==> src/rtl/ray_gen_camera.sv <==
// ray_gen_camera: pinhole-camera primary ray generator.
// Issues one six-word ray per pixel in raster order into the ray tracer input FIFO
// after a single start pulse. Directions are built incrementally (adds only).
// Optional feature macro: RAY_GEN_STALL_CNT_EN adds the 32-bit stall_cycles output.
module ray_gen_camera #(
   parameter int D_BITS = 32,
   parameter int Q_BITS = 10,
   parameter int IMG_W  = 32,
   parameter int IMG_H  = 32
) (
   input  logic                   clock,
   input  logic                   reset,
   input  logic                   start,
   input  logic [2:0][D_BITS-1:0] cam_origin,
   input  logic [D_BITS-1:0]      pixel_step,
   input  logic [D_BITS-1:0]      focal,
   input  logic                   in_full,
   output logic                   in_wr_en,
   output logic [5:0][D_BITS-1:0] ray_out,
   output logic                   busy,
`ifdef RAY_GEN_STALL_CNT_EN
   output logic [31:0]            stall_cycles,
`endif
   output logic                   done
);

   localparam int XS = $clog2(IMG_W / 2);
   localparam int YS = $clog2(IMG_H / 2);
   localparam int CW = $clog2(IMG_W);
   localparam int RW = $clog2(IMG_H);

   // Reject configurations the counter wrap logic cannot represent.
   if ((IMG_W < 2) || (IMG_W != (1 << CW)) || (IMG_H < 2) || (IMG_H != (1 << RW)))
   begin : g_bad_img
      $error("IMG_W and IMG_H must be powers of two, at least 2");
   end
   if ((Q_BITS < 0) || (Q_BITS >= D_BITS)) begin : g_bad_q
      $error("Q_BITS must be smaller than D_BITS");
   end

   typedef enum logic [1:0] {StIdle, StRun, StDone} state_e;

   state_e                 state_q;
   logic                   valid_q;
   logic [CW-1:0]          col_q;
   logic [RW-1:0]          row_q;
   logic [2:0][D_BITS-1:0] org_q;
   logic [D_BITS-1:0]      step_q;
   logic [D_BITS-1:0]      dx_q;
   logic [D_BITS-1:0]      dy_q;
   logic [D_BITS-1:0]      dz_q;
   logic [D_BITS-1:0]      dx0;
   logic                   accept;
   logic                   last_col;
   logic                   last_row;

   assign accept   = valid_q & ~in_full;
   assign in_wr_en = accept;
   assign last_col = (col_q == '1);
   assign last_row = (row_q == '1);
   // Left-most column direction, recomputed from the latched step on every row wrap.
   assign dx0      = -(step_q << XS);
   assign ray_out  = {dz_q, dy_q, dx_q, org_q};

   // Frame FSM, pixel counters and the registered ray words.
   always_ff @(posedge clock or posedge reset) begin
      if (reset) begin
         state_q <= StIdle;
         valid_q <= 1'b0;
         busy    <= 1'b0;
         done    <= 1'b0;
         col_q   <= '0;
         row_q   <= '0;
         org_q   <= '0;
         step_q  <= '0;
         dx_q    <= '0;
         dy_q    <= '0;
         dz_q    <= '0;
      end else begin
         case (state_q)
            StIdle: begin
               done <= 1'b0;
               if (start) begin
                  org_q   <= cam_origin;
                  step_q  <= pixel_step;
                  dz_q    <= focal;
                  dx_q    <= -(pixel_step << XS);
                  dy_q    <= pixel_step << YS;
                  col_q   <= '0;
                  row_q   <= '0;
                  valid_q <= 1'b1;
                  busy    <= 1'b1;
                  state_q <= StRun;
               end
            end
            StRun: begin
               if (accept) begin
                  if (last_col && last_row) begin
                     col_q   <= '0;
                     row_q   <= '0;
                     valid_q <= 1'b0;
                     busy    <= 1'b0;
                     done    <= 1'b1;
                     state_q <= StDone;
                  end else if (last_col) begin
                     col_q <= '0;
                     row_q <= row_q + 1'b1;
                     dx_q  <= dx0;
                     dy_q  <= dy_q - step_q;
                  end else begin
                     col_q <= col_q + 1'b1;
                     dx_q  <= dx_q + step_q;
                  end
               end
            end
            StDone: begin
               done    <= 1'b0;
               state_q <= StIdle;
            end
            default: begin
               state_q <= StIdle;
               valid_q <= 1'b0;
               busy    <= 1'b0;
               done    <= 1'b0;
            end
         endcase
      end
   end

`ifdef RAY_GEN_STALL_CNT_EN
   // Saturating count of cycles a ray was ready but the FIFO was full.
   always_ff @(posedge clock or posedge reset) begin
      if (reset) begin
         stall_cycles <= '0;
      end else if ((state_q == StIdle) && start) begin
         stall_cycles <= '0;
      end else if (valid_q && in_full && (stall_cycles != '1)) begin
         stall_cycles <= stall_cycles + 32'd1;
      end
   end
`endif

endmodule

==> config.mk <==
export PLATFORM = sky130hd
export DESIGN_NAME = ray_gen_camera
export DESIGN_NICKNAME = d
export VERILOG_FILES = /design/src/rtl/ray_gen_camera.sv
export SDC_FILE = /design/constraint.sdc
export NUM_CORES = 1
export LEC_CHECK = 0
export BUFFER_PORTS_ARGS = -buffer_cell sky130_fd_sc_hd__buf_2
export CORE_ASPECT_RATIO = 1.5
export CORE_MARGIN = 4
export CORE_UTILIZATION = 55
export DETAILED_ROUTE_END_ITERATION = 8
export PLACE_DENSITY_LB_ADDON = 0.3
export SYNTH_ARGS = -nofsm -noshare
export SYNTH_HDL_FRONTEND = slang
export SYNTH_SLANG_ARGS = --single-unit
export TNS_END_PERCENT = 30
==> constraint.sdc <==
create_clock -name clock -period 15 [get_ports clock]
set_input_delay 0.75 -clock clock [delete_from_list [all_inputs] [get_ports clock]]
set_output_delay 0.75 -clock clock [all_outputs]
set_load 0.05 [all_outputs]
# After elaboration in Yosys (flattened, before gate mapping)

Index checks and enable logic that the tools add are counted.
Widths: inputs -> output; s select.

Word-level logic and storage cells: 72
Bits in registers: 238
Input bits: 164

Multiplexer cells: 30
Equal/unequal tests: 10
Bitwise logic cells: 3
Reductions and logical operators: 11
$add $sub $neg: 6

Operator list:

| operator            | number |
|---|---|
| $mux 32             | 8 |
| $pmux 32 s2         | 2 |
| $neg 32->32         | 2 |
| $mux 5              | 7 |
| $add 32x32->32      | 1 |
| $sub 32x32->32      | 1 |
| $pmux 5 s2          | 2 |
| $reduce_and 4->1    | 3 |
| $add 5x1->5 const B | 2 |
| $eq 5x5->1 const B  | 2 |
| $ne 2x2->1 const B  | 5 |
| $mux 1              | 6 |
| $mux 2              | 3 |
| $reduce_and 3->1    | 2 |
| $reduce_and 5->1    | 1 |
| $pmux 2 s2          | 1 |
| $reduce_and 2->1    | 2 |
| $ne 3x3->1 const B  | 1 |
| $pmux 1 s3          | 1 |
| $eq 2x1->1 const B  | 1 |
| $eq 2x2->1 const B  | 1 |
| $logic_not 2->1     | 1 |
| $not 1->1           | 2 |
| $reduce_bool 2->1   | 1 |
| other kinds (2)     | 2 |

# Depth between registers and ports, before layout

Gate-level depths: netlist of the first run.

Depth in word-level cells: 5
Gate-level depth with buffers: 12

# Worst setup path before layout of the first run

OpenSTA, ideal clock, no wires.

Kind: input port to flip-flop
From: in in_full
To: reg dy_q[23]
Path buffers: 1
Data required time: 14,875 ps
Cell stages on the path: 7
Setup slack: 11,648 ps
Arrival: 3,227 ps
Path through: nor2b_1 -> nand2_1 -> a21oi_1 -> o21ai_0 -> nor2_1 -> clkbuf_1 -> mux2_2

Cells in the longest elaborated chain, start to end: 4

Ends and longest elaborated chain:

| what                       | line | RTL |
|---|---|---|
| from (decl)                | 17   | `input logic in_full,` |
| $not 1->1                  | 57   | `assign accept = valid_q & ~in_full;` |
| $and 1x1->1                | 57   |  |
| $ne 2x2->1 (no line)       | n/a  |  |
| $reduce_and 5->1 (no line) | n/a  |  |
| to (signal assigned)       | 88   | `dy_q <= pixel_step << YS;` |
| to (signal assigned)       | 109  | `dy_q <= dy_q - step_q;` |
| to (decl)                  | 50   | `logic [D_BITS-1:0] dy_q;` |

Every way passes these cells.
A chain may end at the register's enable or synchronous reset.

# Worst setup path in the final report of the first run

From: reg step_q[0]
To: reg dx_q[30]

Cells in the longest elaborated chain, start to end: 5
Elaborated cells on any way between the ends: 6
Classes of those cells: 2 x add/sub; 4 x mux

Ends and longest elaborated chain:

| what                                          | line    | RTL |
|---|---|---|
| from (decl)                                   | 48      | `logic [D_BITS-1:0] step_q;` |
| from (signal assigned)                        | 85      | `step_q <= pixel_step;` |
| $add 32x32->32 or $neg 32->32 (tied branches) | 112, 62 |  |
| $mux 32 (*)                                   | 105     | `end else if (last_col) begin` |
| $mux 32 (*)                                   | 98      | `if (last_col && last_row) begin` |
| $mux 32 (*)                                   | 97      | `if (accept) begin` |
| $pmux 32 s2 (*)                               | 80      | `case (state_q)` |
| to (signal assigned)                          | 87      | `dx_q <= -(pixel_step << XS);` |
| to (signal assigned)                          | 112     | `dx_q <= dx_q + step_q;` |
| to (decl)                                     | 49      | `logic [D_BITS-1:0] dx_q;` |

Every way passes the cells marked *; elsewhere a longest branch is shown, timed or not. The select of a mux whose other input is x is not followed.

==> reports/summary.txt, run 1 <==
Worst EP arrival - 3970 ps
Iteration-0 DRC Markers - 898
Clock buffer count from CTS - 24
Sink Count - 238
Critical Path Fanout Max - 6
Placer Congestion - 0.958
Clk_lat worst skew - 530 ps
Hold Violations, Final - 0
Crit path launch type - flip-flop
Share of cells above drive strength 1 - 21.4%
Root buffer cell - clkbuf_16
Vias in the first global route - 13,193
Synth Flop Type - dfrtp_1
WL final - 44,500 um
# DRC - 0
Synthesized area - 13,700 sq um
CTS Buffer Depth - 3
Setup Fix Bufs, Post-CTS - 0
Total congestion overflow - 0
Starting Density - 56.1%
Core footprint - 24,500 sq um
Post-CTS Resized - 0
Fmax - 0.284 GHz
Post-synth EDFFs - 0
Area Growth Syn to Fin - 20.9%
WS Path Type - reg2reg
CTS tree - built
Syn avg cell area - 8.19 sq um
I/O pins - 359
Gate count after technology mapping - 1,679
Total GRT Usage - 31.7%
Data required, critical path - 15,450 ps
Final Skew - 18.6 ps
Critical Path End Type - flip-flop
RSZ-0062 raised after global routing - false
Largest net degree at the start of global routing - 122
Clk pin slew, worst setup/hold paths - 70 ps
Die height - 202 um
Die area - 27,600 sq um
Register area share after synthesis - 43.3%
Fin. max-slew vios - 0
Rel. slew slack - 30.3%
Max_cap viols - 0
Seq cells post-synth - 238
Via Count - 13,383
Drt wl/cell - 19.0 um
Die outline width - 137 um
Ys Warns - 0
Fill count - 2,045
Async set-reset flop share out of synthesis - 100%
Period utilization - 23.5%
Post-CTS Hold Buffers - 0
Post-Synthesis Net Count - 1,913
Drt first pass iters - 5
Num rows - 70
Initial antenna violation count - 3
Tightest Pin Transition - 1040 ps
First-pass GRT wire length - 69,500 um
DPL Wire Length - 33,100 um
Worst min path class - in2async
Final net count - 2,234
I/O Buffers - 358
ANT nets after route - 0
Minimum clock period after layout - 3520 ps
Via/cell ratio - 5.71
Endpoints failing setup - 0
H-tree depth - 1
Post-synth cell types - 64
Setup TNS - 0 ps
Outcome - complete, no violations
==> cell usage after synthesis, types with 31 or more instances <==
library cell	count	area, sq um
a21o_1	31	233
a21oi_1	87	435
clkbuf_1	76	285
dfrtp_1	238	5960
ha_1	68	851
inv_1	45	169
nand2_1	541	2030
nand3_1	32	160
nor2_1	92	345
o21ai_0	116	581
xnor2_1	58	508
xor2_1	32	280
==> worst max-delay path, stage by stage (launching register included) <==
cell and delay [ps]:
dfrtp_1 450, ha_1 210, inv_1 60, fa_1 400, nor2b_1 170, o31ai_1 140
a211oi_1 410, a211oi_1 240, o31ai_1 710, nand3_1 150, a21oi_1 210, nand4_1 120
a31oi_1 170
==> routing by layer <==
layer,up-vias,GRT usage [%],part of all wire [%]
met1,6246,38.9,37
met4,0,13.5,4.5
met5,-,0,0
li1,6380,-,-
met2,631,52.2,48
met3,126,8.60,10
==> cell type report <==
class	instances	area (sq um)	area share (%)
Sequential cell	238	5960	35.8
Clock inverter	6	63.8	0.384
Inverter	45	176	1.06
Timing Repair Buffer	375	1920	11.6
Tap cell	324	405	2.44
Clock buffer	37	731	4.40
Multi-Input combinational cell	1316	7360	44.3
Antenna cell	3	7.51	0.0452
==> state kept, by name (all words and copies together), names as in the netlist <==
name and cells:
valid_q 1, dz_q 32, done 1, row_q 5, state_q 2, step_q 32, dx_q 32, ray_out 96
dy_q 32, col_q 5
==> layout by cell type (no fill, tap or decap), types with 5 or more instances in the layout <==
master / Yosys / routed
a22o_1: 5 / 5
ha_1: 68 / 68
inv_1: 45 / 44
xor2_1: 32 / 32
or4_1: 7 / 7
nand2b_1: 14 / 14
nor3_1: 19 / 19
nor4_1: 13 / 13
o21a_1: 9 / 9
or3_1: 9 / 9
dfrtp_1: 238 / 238
a31oi_1: 19 / 18
a21o_1: 31 / 31
nand2_1: 541 / 539
o31ai_1: 9 / 9
nor2_1: 92 / 91
buf_4: 0 / 17
o211ai_1: 16 / 16
a21oi_1: 87 / 87
and3_1: 13 / 13
clkbuf_1: 76 / 6
buf_2: 1 / 358
clkbuf_16: 0 / 25
a211oi_1: 13 / 13
nand4_1: 16 / 16
nand3_1: 32 / 32
nor2b_1: 12 / 11
o21bai_1: 6 / 6
clkbuf_8: 0 / 6
o21ai_0: 116 / 115
xnor2_1: 58 / 58
o22ai_1: 9 / 9
==> stage by stage <==
step | area (sq um) | hold WS [ps] | utilization (%) | setup slack (ps) | cells
5_1_grt | 16600 | 398 | 67.8 | 11240 | 2344
2_1_floorplan | 13700 | 445 | - | 7720 | 1679
3_5_place_dp | 15800 | 456 | 64.5 | 11500 | 2298
4_1_cts | 16600 | 389 | 67.7 | 11550 | 2341
6_report | 16600 | 393 | 67.8 | 11480 | 2344
3_3_place_gp | 15800 | 453 | 64.5 | 11600 | 2298
==> path summary, 6_finish.rpt <==
path	from	end	slack, ps	depth (start not counted)
max in group asynchronous	reset	dy_q[13]	13140	3
min in group clock	focal[20]	dz_q[20]	410	3
worst max register to register	step_q[0]	dx_q[30]	11480	12
worst min register to register	ray_out[56]	ray_out[56]	470	2
worst max-delay path	step_q[0]	dx_q[30]	11480	12
worst min-delay path	reset	ray_out[64]	390	2
==> cells by family (layout without fill, tap and decap cells) <==
kind of cell | after synthesis | count (layout) | share of synthesized area, %
AND/OR/NAND/NOR | 786 | 786 | 24.1
other | 0 | 3 | 0
buffers and inverters | 125 | 463 | 3.42
XOR/XNOR | 90 | 90 | 5.73
flip-flops | 238 | 238 | 43.3
multiplexers | 6 | 6 | 0.455
AO/OA/AOI/OAI | 364 | 364 | 16.5
adder cells (fa/ha/maj) | 70 | 70 | 6.48
Power of run 1 is not shown: default switching activity piles up to over one toggle a cycle in this logic, so the estimate is an artifact.
==> inputs of run 2 (changes only) <==
--- a/config.mk
+++ b/config.mk
@@ -8,7 +8,7 @@
 export BUFFER_PORTS_ARGS = -buffer_cell sky130_fd_sc_hd__buf_2
 export CORE_ASPECT_RATIO = 1.5
 export CORE_MARGIN = 4
-export CORE_UTILIZATION = 55
+export CORE_UTILIZATION = 49
 export DETAILED_ROUTE_END_ITERATION = 8
 export PLACE_DENSITY_LB_ADDON = 0.3
 export SYNTH_ARGS = -nofsm -noshare
==> constraint.sdc (replaced) <==
create_clock -name clock -period 3.17 [get_ports clock]
set_input_delay 0.1585 -clock clock [delete_from_list [all_inputs] [get_ports clock]]
set_output_delay 0.1585 -clock clock [all_outputs]
set_load 0.05 [all_outputs]
==> run 2 against run 1 <==
Sequential share of layout area fell by 4.0 points. Utilization rose by 0.18 points. Non-clock buffer count rose by 201. Routed wire length rose by 12%. Hold slack got worse by 340 ps.
==> reports/summary.txt, run 2 (same netlist as run 1, synthesis figures left out) <==
Fill count - 2,085
Worst EP arrival - 3480 ps
Final Skew - 13.3 ps
Fin Hold WS - 52.2 ps
Vias in the first global route - 14,980
Antenna cell count - 0
Initial antenna violation count - 0
Rel. slew slack - 54.1%
Root buffer cell - clkbuf_16
Non-filler cells, final - 2,560
Crit path launch type - flip-flop
Setup TNS - 0 ps
Peak supply drop - 1030 uV
Via Count - 14,645
DPL Wire Length - 33,400 um
Worst min path class - in2reg
Placed Cells - 2,353
Max_cap viols - 0
Hold Violations, Final - 0
I/O Buffers - 358
Iteration-0 DRC Markers - 1,058
Die outline width - 145 um
Tightest Pin Transition - 688 ps
H-tree depth - 1
Data required, critical path - 3590 ps
Share of cells above drive strength 1 - 21.7%
WS Path Type - reg2reg
Clock buffer count from CTS - 25
I/O pins - 359
# DRC - 0
Period utilization - 96.3%
Area Growth Syn to Fin - 35.9%
Starting Density - 50.0%
CTS tree - built
Fin util - 67.9%
Clk_lat worst skew - 540 ps
Die height - 213 um
Post-route cell area - 18,700 sq um
Fin. max-slew vios - 0
Die area - 30,900 sq um
Drt first pass iters - 5
Total congestion overflow - 0
Drt wl/cell - 19.4 um
Placer Congestion - 0.983
Total GRT Usage - 31.5%
Core footprint - 27,500 sq um
Placed cell area - 16,200 sq um
Minimum clock period after layout - 3050 ps
CTS Buffer Depth - 3
Most common cell after layout, fill and taps aside - nand2_1
Largest net degree at the start of global routing - 111
Sink Count - 238
Max FFs per register - 96
WL final - 49,600 um
Clk pin slew, worst setup/hold paths - 70 ps
Critical Path Fanout Max - 5
Fmax - 0.328 GHz
Num rows - 74
PD cells - 1290 nW/um^2
Critical Path End Type - flip-flop
Endpoints failing setup - 0
Final net count - 2,436
Via/cell ratio - 5.72
Commonest non-fill, non-tap cells in the layout - nand2_1, buf_2, dfrtp_1
LEAKAGE - 9.48 nW
First-pass GRT wire length - 77,800 um
Outcome - complete, no violations
ANT nets after route - 0
## run 2: cell count changes in the layout (fill, tap and decap cells not counted), sizes merged
cell / previous run / this run
inv: 46 / 44
buf: 375 / 414
clkinvlp: 2 / 4
dlygate4sd3: 0 / 162
diode: 3 / 0
clkbuf: 37 / 36
bufinv: 1 / 2
## run 2: metrics by stage
step / total power [mW] / worst slack [ps]
after floorplan: 16.6 / -108
after global placement: 20.1 / 67.8
after detailed placement: 20.4 / -34.7
after CTS: 23.7 / 25.7
after global routing: 25.6 / -27.6
final: 24.1 / 119
## run 2: repair_timing
item / in CTS / in global routing
hold buffers: 162 / 0
resized for setup: 1 / 11
buffers inserted: 0 / 2
pin swaps: 0 / 4
endpoints found under the hold margin: 413 / 0
endpoints found under the setup margin: 2 / 11
## run 2: layout make-up
cell class | instances | area, sq um | area share, %
clock buffers | 36 | 717 | 3.84
inverters | 45 | 173 | 0.924
well taps | 342 | 428 | 2.29
clock inverters | 7 | 96.3 | 0.516
repair buffers | 576 | 3910 | 20.9
multi-input cells | 1316 | 7400 | 39.6
flip-flops and latches | 238 | 5960 | 31.9
## run 2: worst paths after layout
check	endpoint	slack [ps]	cells after the start	startpoint
hold / removal	dx_q[20]	50	4	pixel_step[16]
setup / recovery	dy_q[20]	120	12	step_q[0]
setup reg to reg	dy_q[20]	120	12	step_q[0]
max in group asynchronous	state_q[0]	2190	4	reset
min in group asynchronous	ray_out[84]	360	4	reset
hold reg to reg	dz_q[13]	470	2	dz_q[13]
## run 2: metal layers
layer | part of all wire [%] | track usage, % | routed length (um) | vias up
met1 | 36 | 36.8 | 17800 | 6878
met3 | 7.6 | 5.78 | 3770 | 231
li1 | - | - | - | 6768
met2 | 50 | 53.6 | 24700 | 768
met5 | 0 | 0 | 0 | -
met4 | 6.8 | 18.5 | 3390 | 0
## run 2: power by group
part           internal (mW)  total [mW]  switching, mW
Sequential              4.43        5.56           1.13
Clock                   1.73        3.02           1.29
Combinational           5.09        15.5           10.4
Total                   11.3        24.1           12.8
## run 2: critical path: stages, from the launching register on
cell	delay, ps
dfrtp_1	380
buf_4	150
ha_1	210
fa_1	400
nor2b_2	170
o31ai_2	100
a211oi_2	350
o2111ai_1	210
a21boi_1	260
o2111ai_1	190
nand2_1	120
xor2_1	70
a221o_1	320
No activity file was read; power rests on OpenSTA's default activity.
